$ cat config.mk
export PLATFORM = sky130hd
export DESIGN_NAME = cam_frame_writer
export DESIGN_NICKNAME = d
export VERILOG_FILES = /design/src/rtl/cam_frame_writer.sv
export SDC_FILE = /design/constraint.sdc
export NUM_CORES = 1
export LEC_CHECK = 0
export ABC_CLOCK_PERIOD_IN_PS = 4340
export CORE_ASPECT_RATIO = 0.75
export CORE_UTILIZATION = 57
export DETAILED_ROUTE_END_ITERATION = 6
export HOLD_SLACK_MARGIN = 0.02
export PLACE_DENSITY = 0.89
export RECOVER_POWER = 50
export SETUP_SLACK_MARGIN = 0.15
export SYNTH_ARGS = -nofsm -noshare
export SYNTH_HDL_FRONTEND = slang
export SYNTH_SLANG_ARGS = --single-unit
$ cat constraint.sdc
create_clock -name clk -period 4.34 [get_ports clk]
set_input_delay 1.085 -clock clk [delete_from_list [all_inputs] [get_ports clk]]
set_output_delay 1.085 -clock clk [all_outputs]
set_load 0.005 [all_outputs]
$ cat src/rtl/cam_frame_writer.sv
// rtl/cam_frame_writer.sv - OV7670 byte-stream capture, 2:1 decimation, ping-pong frame buffer writer
// Optional feature macro: CAM_BYTE_SWAP_EN (first camera byte lands in wData[7:0]).
module cam_frame_writer #(
    parameter int DST_W = 160,
    parameter int DST_H = 120,
    parameter int AW    = $clog2(DST_W*DST_H)
) (
    input  logic          clk,
    input  logic          reset,
    input  logic          vsync,
    input  logic          href,
    input  logic [7:0]    cam_data,
    output logic          we,
    output logic [AW-1:0] wAddr,
    output logic [15:0]   wData,
    output logic          buffer_sel,
    output logic          frame_done,
    output logic          frame_err,
    output logic          capturing
);
    localparam int CW = 16;
    localparam logic [CW-1:0] SRC_W = CW'(2*DST_W);
    localparam logic [CW-1:0] SRC_H = CW'(2*DST_H);

    typedef enum logic [1:0] {IDLE, SYNC, ACTIVE} state_t;

    state_t          state_q, state_d;
    logic            vsync_q, href_q, vsync_p_q, href_p_q;
    logic [7:0]      data_q;
    logic [CW-1:0]   byte_cnt_q, byte_cnt_d;
    logic [CW-1:0]   line_cnt_q, line_cnt_d;
    logic [7:0]      first_q, first_d;
    logic            we_q, we_d;
    logic [AW-1:0]   waddr_q, waddr_d;
    logic [15:0]     wdata_q, wdata_d;
    logic            sel_q, sel_d;
    logic            done_q, done_d;
    logic            err_q, err_d;
    logic            cap_q, cap_d;
    logic            vs_rise, vs_fall, hr_rise, hr_fall;
    logic [CW-1:0]   idx, col;

    always_comb begin
        vs_rise = vsync_q & ~vsync_p_q;
        vs_fall = ~vsync_q & vsync_p_q;
        hr_rise = href_q & ~href_p_q;
        hr_fall = ~href_q & href_p_q;
        // The byte seen on an href rise is byte 0 of the new line.
        idx = hr_rise ? '0 : byte_cnt_q;
        col = idx >> 1;

        state_d    = state_q;
        byte_cnt_d = byte_cnt_q;
        line_cnt_d = line_cnt_q;
        first_d    = first_q;
        we_d       = 1'b0;
        waddr_d    = waddr_q;
        wdata_d    = wdata_q;
        sel_d      = sel_q;
        done_d     = 1'b0;
        err_d      = 1'b0;

        case (state_q)
            IDLE: begin
                if (vsync_q) state_d = SYNC;
            end
            SYNC: begin
                if (vs_fall) begin
                    state_d    = ACTIVE;
                    byte_cnt_d = '0;
                    line_cnt_d = '0;
                end
            end
            ACTIVE: begin
                if (vs_rise) begin
                    // A line still open here never saw its href fall, so it is not counted.
                    state_d = SYNC;
                    if (line_cnt_q == SRC_H) begin
                        done_d = 1'b1;
                        sel_d  = ~sel_q;
                    end else begin
                        err_d = 1'b1;
                    end
                end else if (href_q) begin
                    byte_cnt_d = (&idx) ? idx : idx + CW'(1);
                    if (!idx[0]) begin
                        first_d = data_q;
                    end else if (!col[0] && !line_cnt_q[0] && col < SRC_W && line_cnt_q < SRC_H) begin
                        we_d    = 1'b1;
                        waddr_d = AW'(line_cnt_q >> 1) * AW'(DST_W) + AW'(col >> 1);
`ifdef CAM_BYTE_SWAP_EN
                        wdata_d = {data_q, first_q};
`else
                        wdata_d = {first_q, data_q};
`endif
                    end
                end else if (hr_fall && byte_cnt_q != '0 && line_cnt_q != '1) begin
                    line_cnt_d = line_cnt_q + CW'(1);
                end
            end
            default: state_d = IDLE;
        endcase

        cap_d = (state_d == ACTIVE);
    end

    always_ff @(posedge clk or posedge reset) begin
        if (reset) begin
            vsync_q    <= 1'b0;
            href_q     <= 1'b0;
            data_q     <= '0;
            vsync_p_q  <= 1'b0;
            href_p_q   <= 1'b0;
            state_q    <= IDLE;
            byte_cnt_q <= '0;
            line_cnt_q <= '0;
            first_q    <= '0;
            we_q       <= 1'b0;
            waddr_q    <= '0;
            wdata_q    <= '0;
            sel_q      <= 1'b0;
            done_q     <= 1'b0;
            err_q      <= 1'b0;
            cap_q      <= 1'b0;
        end else begin
            vsync_q    <= vsync;
            href_q     <= href;
            data_q     <= cam_data;
            vsync_p_q  <= vsync_q;
            href_p_q   <= href_q;
            state_q    <= state_d;
            byte_cnt_q <= byte_cnt_d;
            line_cnt_q <= line_cnt_d;
            first_q    <= first_d;
            we_q       <= we_d;
            waddr_q    <= waddr_d;
            wdata_q    <= wdata_d;
            sel_q      <= sel_d;
            done_q     <= done_d;
            err_q      <= err_d;
            cap_q      <= cap_d;
        end
    end

    assign we         = we_q;
    assign wAddr      = waddr_q;
    assign wData      = wdata_q;
    assign buffer_sel = sel_q;
    assign frame_done = done_q;
    assign frame_err  = err_q;
    assign capturing  = cap_q;
endmodule

Word level (Yosys, flattened, before mapping):

Index checks and enable logic that the tools add are counted.

* register bits: 90
* input port bits: 12

* add/sub/neg operators: 3
* multipliers: 1
* magnitude comparators: 2
* equal/unequal tests: 10
* multiplexer cells: 25
* bitwise gates (word level): 11
* reduce and logical (&&, ||, !) cells: 16

Operators with widths (count)
* $mux 16: 8
* $pmux 16 s2: 2
* $add 16x1->16 const B: 2
* $eq 16x8->1 const B: 1
* $lt 16x8->1 const B: 1
* $ne 16x16->1 const B: 1
* $reduce_and 16->1: 1
* $reduce_bool 16->1: 1
* $add 15x14->15: 1
* $lt 15x9->1 const B: 1
* $mul 15x3->10 const B: 1
* $mux 1: 11
* $ne 2x2->1 const B: 5
* $reduce_and 5->1: 2
* $reduce_and 4->1: 2
* $not 1->1: 7
* $mux 2: 3
* $pmux 2 s3: 1
* $logic_and 1x1->1: 5
* $and 1x1->1: 4
* $eq 2x2->1 const B: 2
* $reduce_and 3->1: 1
* $eq 2x1->1 const B: 1
* $logic_not 1->1: 2
* other kinds (2): 2

Longest topological paths before layout:

* depth after elaboration: 12
* gate-level depth with buffers: 13

Least setup slack after synthesis:

Ideal clock, no wire load.

* kind: flip-flop to flip-flop
* start point: register line_cnt_q[4]
* end point: register waddr_q[13] (netlist: wAddr[13])
* library setup time: 0.133 ns
* arrival time: 2.486 ns
* data required time: 4.207 ns
* slack: 1.721 ns
* cell stages (with the launch flop): 12
* buffers on the path: 0
* clock period less this slack: 2.619 ns
* path through: dfrtp_1 > ha_1 > ha_1 > inv_1 > fa_1 > nor2b_1 > o31ai_1 > a21boi_0 > ha_1 > o41ai_1 > xor2_1 > o21ai_0

* longest elaborated chain between the ends: 3
* elaborated cells on any way between the ends: 5
* classes of those cells: 1 x add/sub; 1 x mul; 1 x order compare; 2 x reduce/logical

Ends and longest elaborated chain
* start: declaration: line 31 `logic [CW-1:0] line_cnt_q, line_cnt_d;`
* start signal: assignment: line 133 `line_cnt_q <= line_cnt_d;`
* parallel branches: the longest is 3 deep, another holds $mul 15x3->10
* end signal: assignment: line 136 `waddr_q <= waddr_d;`
* end: declaration: line 34 `logic [AW-1:0] waddr_q, waddr_d;`

Several ways; the timed one is not identified.
A chain may end at the register's enable or synchronous reset.

Worst setup path in the final report:

Ends and elaborated chain as after synthesis.

==> run_results.csv <==
group,metric,value,unit
outcome,status,"finished, violations left",
outcome,violations,"max-capacitance violations, max-slew violations",
cts,clockBufferDepth,2,
logic_synthesis,dominantRegCellSynth,"dfrtp_1",
floorplan,fp.coreArea,0.007953,mm²
logic_synthesis,syn_area_per_cell,9.543,µm²
sta,tightestPinTransition,1.732,ns
pwr,ir_drop,261.8,µV
logic_synthesis,yosysUniqueCellTypes,57,
cts,numCtsBuffers,9,
global_route,grt_pass1_vias,3812,
setup_path,path_max_fanout,7,
cts,htree_levels,3,
routing,drt_first_pass_iters,5,
routing,drtIter0Drc,288,
pwr,p_leak,2.488,nW
sta,setup_violations,0,
place,dp_hpwl,7576,µm
final_layout,antenna_cells_inserted,0,
floorplan,num_rows,28,
final_layout,design_area,0.005509,mm²
floorplan,io_pins,48,
sta,final-hold-violation-count,0,
final_layout,post-route-util,69.27,%
sta,clock_skew,0.01227,ns
cts,cts_root_buf,"clkbuf_8",
sta,hold_slack,0.4734,ns
sta,maxSlewViolCount,39,
min_path,holdPathStages,2,
final_layout,num-fill-cells,583,
place,postPlaceCellArea,0.005294,mm²
logic_synthesis,syn-cell-area,0.004733,mm²
sta,max_freq,340.7,MHz
floorplan,die-area,0.008676,mm²
setup_path,path_class,"reg2reg",
flow_run,drv_cap,1,
final_layout,final_layout_size_suffix_gt1_share,6.960,%
setup_path,r2r-start,"line_cnt_q[4]$_DFFE_PP0P_",
global_route,globalRouteTotalUtil,26.50,%
setup_path,r2r_end,"wAddr[13]$_DFFE_PP0P_",
floorplan,fp.dieW,107.2,µm
final_layout,seq_area,0.002252,mm²
floorplan,dieHeight,80.92,µm
global_route,grt_max_degree,53,
sta,fin_crit,2.936,ns
logic_synthesis,ys_seq_elements,90,
setup_path,required,4.57,ns
routing,via_per_inst,5.860,
min_path,hp-start,"wData[7]$_DFFE_PP0P_",
cts,clk_pin_slew,0.09,ns
logic_synthesis,ys_async_sr_fraction,100.0,%
logic_synthesis,yosys_warnings,0,
final_layout,multi_input_area,0.002332,mm²
pwr,power_density,320.4,mW/mm²
logic_synthesis,synth.net_count,535,
sta,fin_setup_tns,0,ns
global_route,grt-ovfl-total,0,
final_layout,area.growth.synth_to_final,16.39,%
routing,drt-total-wl,10460,µm
setup_path,reg2reg_slack,1.40,ns
routing,postRouteAntennaNets,0,
cts,clock-sinks,90,
sta,timing.final.ws_setup,1.404,ns
cts,post_cts_resized,0,
logic_synthesis,ys_seq_area_share,47.58,%
min_path,hold_class,"reg2reg",
sta,rsz0062_at_grt,"false",
routing,remaining_drc_errors,0,
logic_synthesis,syn_inst,496,
sta,slew_headroom,-16.09,%
setup_path,reg2regPathDepth,11,
setup_path,worstSetupEndpointType,"flip-flop",
floorplan,start_util,59.52,%
place,dp_slack,1.431,ns
routing,dr_total_vias,3815,
setup_path,cp.arrival,3.17,ns
sta,fin_crit_sh,67.64,%
min_path,holdPathEnd,"wData[7]$_DFFE_PP0P_",
logic_synthesis,synth-edff-count,0,
setup_path,crit_path_start_kind,"flip-flop",
cts,clk_latency,0.36,ns
routing,post_drt_wl_per_cell,16.07,µm
global_route,antenna_found_initial,0,
place,place.port_buffers,47,
place,place.gp.congestion,0.9354,
cts,cts_hold_buf,0,
global_route,grt_first_pass_wirelength,17710,µm
final_layout,fin_nets,581,
cts,cts_tree,"built",
cts,post_cts_buffers,0,
==> cell usage after synthesis (all sizes together) (5+ instances only) <==
library cell | count | area share [%]
nand2 | 98 | 7.8
dfrtp | 90 | 48
nor2 | 40 | 3.2
o21ai | 39 | 4.2
ha | 25 | 6.6
xnor2 | 22 | 4.1
inv | 21 | 1.7
nor3 | 18 | 2.1
a21oi | 14 | 1.5
nand3 | 11 | 1.2
and2 | 10 | 1.3
clkbuf | 10 | 0.79
nor4 | 10 | 1.3
mux2 | 8 | 1.9
nand4 | 7 | 1.2
xor2 | 7 | 1.3
a21o | 5 | 0.79
and3 | 5 | 0.77
nor2b | 5 | 0.66
==> worst max-delay path by stage <==
stage	depth (start not counted)	start	slack (ns)	end
2_1_floorplan	1	reset	0.92	buffer_sel$_DFFE_PP0P_
3_3_place_gp	11	line_cnt_q[4]$_DFFE_PP0P_	1.60	wAddr[13]$_DFFE_PP0P_
3_5_place_dp	11	line_cnt_q[4]$_DFFE_PP0P_	1.43	wAddr[13]$_DFFE_PP0P_
4_1_cts	11	line_cnt_q[4]$_DFFE_PP0P_	1.40	wAddr[13]$_DFFE_PP0P_
5_1_grt	12	line_cnt_q[3]$_DFFE_PP0P_	1.25	wAddr[14]$_DFFE_PP0P_
6_report	11	line_cnt_q[4]$_DFFE_PP0P_	1.40	wAddr[13]$_DFFE_PP0P_
==> kinds of logic after synthesis <==
kind of cell             synth area share [%]
buffers and inverters                   3.146
flip-flops                              47.58
multiplexers                            1.903
XOR/XNOR                                5.366
AO/OA/AOI/OAI                           11.66
AND/OR/NAND/NOR                         22.89
adder cells (fa/ha/maj)                 7.454
==> registers in the layout, indices dropped and copies added (netlist names), 2 cells and up <==
name / flops
wAddr: 15
state_q: 2
data_q: 8
wData: 16
byte_cnt_q: 16
first_q: 8
line_cnt_q: 16
==> metal layers <==
metal	global-route usage (%)	part of all wire (%)
met1	34.33	44
met2	44.65	49
met3	5.859	5.9
met4	8.904	1.5
met5	0	0
==> per-stage QoR <==
step | std cells | power (W)
2_1_floorplan | 496 | 0.001064
3_3_place_gp | 636 | 0.001141
3_5_place_dp | 636 | 0.001154
4_1_cts | 651 | 0.001776
5_1_grt | 651 | 0.001837
6_report | 651 | 0.001765
==> critical path, cell delays in order (launching register included) <==
cell and delay, ns:
dfrtp_1 0.47, ha_1 0.32, ha_1 0.17, inv_1 0.06
fa_1 0.40, nor2b_1 0.17, o31ai_1 0.10, a21boi_0 0.14
ha_1 0.24, o41ai_1 0.47, xor2_1 0.18, o21ai_0 0.09
==> layout by cell type, fill, tap and decap left out, types with 14 or more instances in the layout <==
cell,synthesis,routed
nor2_1,40,40
ha_1,25,25
dfrtp_1,90,90
o21ai_0,38,38
clkdlybuf4s50_1,0,36
nor3_1,17,17
a21oi_1,14,14
inv_1,21,20
xnor2_1,22,22
nand2_1,97,97
==> power by group <==
group | internal, W | leakage [nW] | total [W] | switching (W)
clock | 0.000323 | 0.0979 | 0.000628 | 0.000305
sequential | 0.000906 | 1.21 | 0.000950 | 0.0000440
combinational | 0.0000974 | 1.18 | 0.000187 | 0.0000892
total | 0.00133 | 2.49 | 0.00177 | 0.000439
==> layout make-up <==
class | count | area share (%)
timing repair buffer | 49 | 9.039
clock buffer | 9 | 2.248
inverter | 21 | 1.454
multi-input combinational | 371 | 42.33
clock inverter | 6 | 1.658
sequential | 90 | 40.88
tap | 105 | 2.385
No activity file was read; power rests on OpenSTA's default activity.
